## config.mk

```make
export PLATFORM = sky130hd
export DESIGN_NAME = press_classifier_flat
export DESIGN_NICKNAME = d
export VERILOG_FILES = /design/src/rtl/press_classifier_if.sv /design/src/rtl/press_classifier.sv /design/src/flat_wrapper.sv
export SDC_FILE = /design/constraint.sdc
export NUM_CORES = 1
export LEC_CHECK = 0
export CAP_MARGIN = 20
export CORE_MARGIN = 8
export CORE_UTILIZATION = 55
export DETAILED_ROUTE_END_ITERATION = 8
export GPL_TIMING_DRIVEN = 0
export HOLD_SLACK_MARGIN = 0.08
export MAX_ROUTING_LAYER = met4
export PLACE_DENSITY = 0.69
export SYNTH_ARGS = -nofsm -noshare
export SYNTH_HDL_FRONTEND = slang
export SYNTH_SLANG_ARGS = --single-unit
```

## constraint.sdc

```tcl
create_clock -name clk -period 2.59 [get_ports clk]
set_input_delay 0.518 -clock clk [delete_from_list [all_inputs] [get_ports clk]]
set_output_delay 0.518 -clock clk [all_outputs]
set_load 0.05 [all_outputs]
```

## src/rtl/press_classifier_if.sv

```systemverilog
// Debounced level in, gesture ticks and busy out, for the press classifier.
interface press_classifier_if;
  logic db_level;
  logic short_tick;
  logic long_tick;
  logic double_tick;
  logic busy;

  modport master (output db_level, input short_tick, long_tick, double_tick, busy);
  modport slave  (input db_level, output short_tick, long_tick, double_tick, busy);
endinterface

```

## src/rtl/press_classifier.sv

```systemverilog
// Classifies debounced presses as short / long / double and emits one registered tick per gesture.
// One counter serves both the hold timer and the release-gap timer.
module press_classifier #(
  parameter int unsigned LONG_CNT = 4_000_000,
  parameter int unsigned GAP_CNT  = 2_000_000,
  parameter int unsigned W        = 24
) (
  input  logic              clk,
  input  logic              reset,
  press_classifier_if.slave bus
);
  typedef enum logic [2:0] {IDLE, PRESS1, GAP, PRESS2, HELD} state_t;

  localparam logic [W-1:0] LONG_TERM = W'(LONG_CNT - 1);
  localparam logic [W-1:0] GAP_TERM  = W'(GAP_CNT - 1);

  state_t       state, state_nxt;
  logic [W-1:0] cnt, cnt_nxt;
  logic         short_q, long_q, double_q;
  logic         short_nxt, long_nxt, double_nxt;

  always_ff @(posedge clk) begin
    if (reset) begin
      state    <= IDLE;
      cnt      <= '0;
      short_q  <= 1'b0;
      long_q   <= 1'b0;
      double_q <= 1'b0;
    end else begin
      state    <= state_nxt;
      cnt      <= cnt_nxt;
      short_q  <= short_nxt;
      long_q   <= long_nxt;
      double_q <= double_nxt;
    end
  end

  always_comb begin
    state_nxt  = state;
    cnt_nxt    = cnt;
    short_nxt  = 1'b0;
    long_nxt   = 1'b0;
    double_nxt = 1'b0;
    case (state)
      IDLE: if (bus.db_level) begin
        state_nxt = PRESS1;
        cnt_nxt   = '0;
      end
      PRESS1: begin
        if (!bus.db_level) begin
          state_nxt = GAP;
          cnt_nxt   = '0;
        end else if (cnt == LONG_TERM) begin
          state_nxt = HELD;
          long_nxt  = 1'b1;
        end else begin
          cnt_nxt = cnt + 1'b1;
        end
      end
      // A press on the timeout edge still counts as the second press.
      GAP: begin
        if (bus.db_level) begin
          state_nxt = PRESS2;
          cnt_nxt   = '0;
        end else if (cnt == GAP_TERM) begin
          state_nxt = IDLE;
          short_nxt = 1'b1;
        end else begin
          cnt_nxt = cnt + 1'b1;
        end
      end
      PRESS2: begin
        if (!bus.db_level) begin
          state_nxt  = IDLE;
          double_nxt = 1'b1;
        end else if (cnt == LONG_TERM) begin
          state_nxt  = HELD;
          double_nxt = 1'b1;
        end else begin
          cnt_nxt = cnt + 1'b1;
        end
      end
      HELD: if (!bus.db_level) state_nxt = IDLE;
      default: state_nxt = IDLE;
    endcase
  end

  assign bus.short_tick  = short_q;
  assign bus.long_tick   = long_q;
  assign bus.double_tick = double_q;
  assign bus.busy        = (state != IDLE);
endmodule

```

## src/flat_wrapper.sv

```systemverilog
// flat-port wrapper written by rule: the top's interface ports become plain ports
module press_classifier_flat 
#(
  parameter int unsigned LONG_CNT = 4_000_000,
  parameter int unsigned GAP_CNT  = 2_000_000,
  parameter int unsigned W        = 24
)
  (clk, reset, bus_db_level, bus_short_tick, bus_long_tick, bus_double_tick, bus_busy);
  press_classifier_if bus_i ();
  input  logic clk;
  input  logic reset;
  input wire logic [$bits(bus_i.db_level)-1:0] bus_db_level;
  output wire logic [$bits(bus_i.short_tick)-1:0] bus_short_tick;
  output wire logic [$bits(bus_i.long_tick)-1:0] bus_long_tick;
  output wire logic [$bits(bus_i.double_tick)-1:0] bus_double_tick;
  output wire logic [$bits(bus_i.busy)-1:0] bus_busy;
  assign bus_i.db_level = bus_db_level;
  assign bus_short_tick = bus_i.short_tick;
  assign bus_long_tick = bus_i.long_tick;
  assign bus_double_tick = bus_i.double_tick;
  assign bus_busy = bus_i.busy;
  press_classifier #(.LONG_CNT(LONG_CNT), .GAP_CNT(GAP_CNT), .W(W)) u_core (.clk(clk), .reset(reset), .bus(bus_i));
endmodule
```

==> reports/results.tsv <==
stage	metric	value	unit
run_status	status	finished, final reports clean	
clock_network	CTS tree	yes	
clock_network	root buf cell	clkbuf_4	
cells_and_area	Final Cell Area	2200	um^2
timing	Final setup violation count	0	
placement	placed cell count	299	
floorplan	die height	75.4	um
clock_network	Inserted Clock Buffers	5	
timing	Tcrit/Tclk final	0.970	
timing	Max Slew Vio Count	0	
critical_path	CP Max Fanout	10	
timing	Worst-Margin Slew	0.797	ns
routing	DRC violations left	0	
routing	via count	2094	
timing	final setup margin	0.0765	ns
synthesis	top cells by area, synth	dfxtp_1, a31oi_1, nand2_1	
clock_network	Clock Latency Late Sink	0.34	ns
clock_network	CTS clk-pin slew, worst paths	0.10	ns
synthesis	Synth Warn #	0	
synthesis	number of synthesized flops with an enable pin	0	
critical_path	Buf+Inv Stages, Crit Path	3	
cells_and_area	antenna diode count	0	
global_route	largest net degree at the start of global routing	11	
cells_and_area	Finished Layout Cells	308	
critical_path	worst path cell trace	clkbuf_1 > inv_1 > nand2_1 > dlygate4sd2_1	
global_route	GRT overflow	0	
synthesis	Distinct cells, synth	52	
critical_path	delay-heaviest family, CP	buffers and inverters	
synthesis	Async S/R FF share, synth	0	
critical_path	Required @ worst endpoint	2.07	ns
synthesis	register area share after synthesis	0.310	
critical_path	Crit. End Element	output pin	
floorplan	Top-Level Pins	7	
floorplan	Die Area	5680	um^2
timing	max_slew headroom	0.466	
clock_network	H-tree depth	2	
synthesis	ys flop type	dfxtp_1	
floorplan	Initial Utilization	0.576	
routing	DR pass1 iterations	5	
synthesis	Post-Synthesis Cells	247	
pwr	highest ir drop seen on vdd	0.362	mV
clock_network	CTS sink cnt	30	
cells_and_area	final net count	265	
global_route	first-pass GRT wire length	9.45	mm
placement	gpl congestion	0.956	
cells_and_area	synthesis-to-layout area growth	13.7	%
routing	WL final	5.85	mm
routing	Routed WL per cell	19.0	um
clock_network	Longest Clk Path Bufs	2	
routing	Vias/cell	6.80	
pwr	overall power	1140	uW
synthesis	leading area contributor after synthesis	dfxtp_1	
floorplan	Core Footprint	3360	um^2
timing	final worst path period need	2.51	ns
placement	Post-DP Area	2050	um^2
pwr	LEAKAGE	0.000764	uW
critical_path	critical path's largest stage delay	0.52	ns
critical_path	critical path arrival	2.00	ns
synthesis	Yosys reg bits	30	
cells_and_area	layout cells sized above 1	0.122	
timing	Max Clock Skew	0.0101	ns
timing	RSZ-0062 raised after global routing	yes	
timing	final setup TNS	0	ns
floorplan	die width	75.4	um
global_route	initial antenna violation count	0	
global_route	GRT Util Overall	0.227	
placement	Place WS	-0.711	ns
synthesis	syn_nets	251	
synthesis	Yosys top cell area share	0.310	
critical_path	Crit-path slowest cell	dlygate4sd2_1	
placement	dpl hpwl	4.07	mm
global_route	vias in the first global route	1892	
floorplan	# rows	21	
placement	IO Port Bufs	5	
run	max-cap viol count	0	
min_path	min-delay worst type	flop to flop	
routing	number of DRC markers in iteration 0	251	
timing	final-report hold violation count	0	
critical_path	startpoint types	flop	
routing	ANT nets after route	0	
timing	FMAX	0.398	GHz
critical_path	Crit Path Class	flop to output pin	
synthesis	synthesized area per cell	7.85	um^2
synthesis	Synth Cell Area	1940	um^2
pwr	pwr dens	516	nW/um^2
-- cell usage in the layout (no fill, tap or decap), drive strengths merged, types with 11 or more instances in the layout --
master / count
nand2: 20
clkbuf: 17
nor3: 13
nor2: 19
o21ai: 12
a31oi: 12
nand4: 11
dfxtp: 30
and3: 11
-- logic make-up (layout without fill, tap and decap cells) --
kind of cell               Yosys count  in the layout  synth area share
DFF                                 30             30             0.310
muxes                                1              1           0.00516
and+or+nand+nor                    113            113             0.334
adders and majority gates            1              1           0.00645
buffers and inverters               25             40            0.0510
AOI/OAI and AO/OA                   77             77             0.293
-- flip-flops by register name, summed over array words and instances, names as in the netlist --
name / flops
u_core.cnt: 24
u_core.state: 3
u_core.bus.long_tick: 1
u_core.bus.double_tick: 1
u_core.bus.short_tick: 1
-- layout make-up --
type	instances	area, um^2
timing repair buffer	7	61.3
buffer	16	70.1
clock buffer	6	51.3
tap	46	57.6
clock inverter	2	60.1
inverter	9	33.8
fill	312	1160
multi-input combinational	192	1270
sequential	30	601
-- path summary, 6_finish.rpt --
kind	end	from	depth (start not counted)	slack, ns
max	bus_busy	u_core.state[2]$_SDFFE_PP0P_	4	0.08
min	u_core.cnt[1]$_SDFFE_PP0P_	u_core.cnt[1]$_SDFFE_PP0P_	2	0.52
max reg2reg	u_core.cnt[6]$_SDFFE_PP0P_	u_core.cnt[0]$_SDFFE_PP0P_	6	0.14
min reg2reg	u_core.cnt[1]$_SDFFE_PP0P_	u_core.cnt[1]$_SDFFE_PP0P_	2	0.52
-- timing repair --
item | CTS | global route
setup endpoints to repair | 11 | 17
pin swaps | 0 | 1
hold buffers | 0 | 0
gates cloned | 0 | 0
gates resized for setup | 3 | 8
setup buffers | 0 | 1
-- synthesized netlist by cell type (4+ instances only) --
library cell  count
o31ai_1           4
nand4_1          11
a41oi_1           4
and3_1           11
buf_2             4
a21oi_1           9
dfxtp_1          30
clkbuf_1         11
and2_1            4
a311oi_1          4
a211oi_1          9
a31oi_1          12
inv_1             9
o21ai_0          12
nand3_1           6
nor2_1           18
nand2_1          20
nor4_1            6
nor3_1           13
-- where the power goes --
group / total [uW] / internal, uW / switching (uW)
Sequential: 468 / 464 / 3.30
Combinational: 166 / 46.4 / 119
Clock: 504 / 327 / 177
Total: 1140 / 838 / 299
-- metal layers --
| layer | routed length, um | GRT usage | vias to the layer above |
|---|---|---|---|
| met3 | 549 | 0.0553 | 19 |
| met1 | 2550 | 0.290 | 977 |
| li1 | - | - | 1003 |
| met4 | 126 | 0.0853 | 0 |
| met2 | 2630 | 0.337 | 95 |
| met5 | 0 | - | - |
-- worst register-to-register path, delay by kind of cell, from the launching register on --
family                     cells  cell delay (ns)
DFF                            1             0.40
and+or+nand+nor                2             0.79
adders and majority gates      1             0.27
AOI/OAI and AO/OA              3             0.93
-- stage by stage --
stage,utilization,hold slack (ns)
after floorplan,-,0.475
after global placement,0.608,0.503
after detailed placement,0.610,0.501
after CTS,0.644,0.517
after global routing,0.655,0.573
final,0.655,0.516
Power figures use the tool's default switching activity.
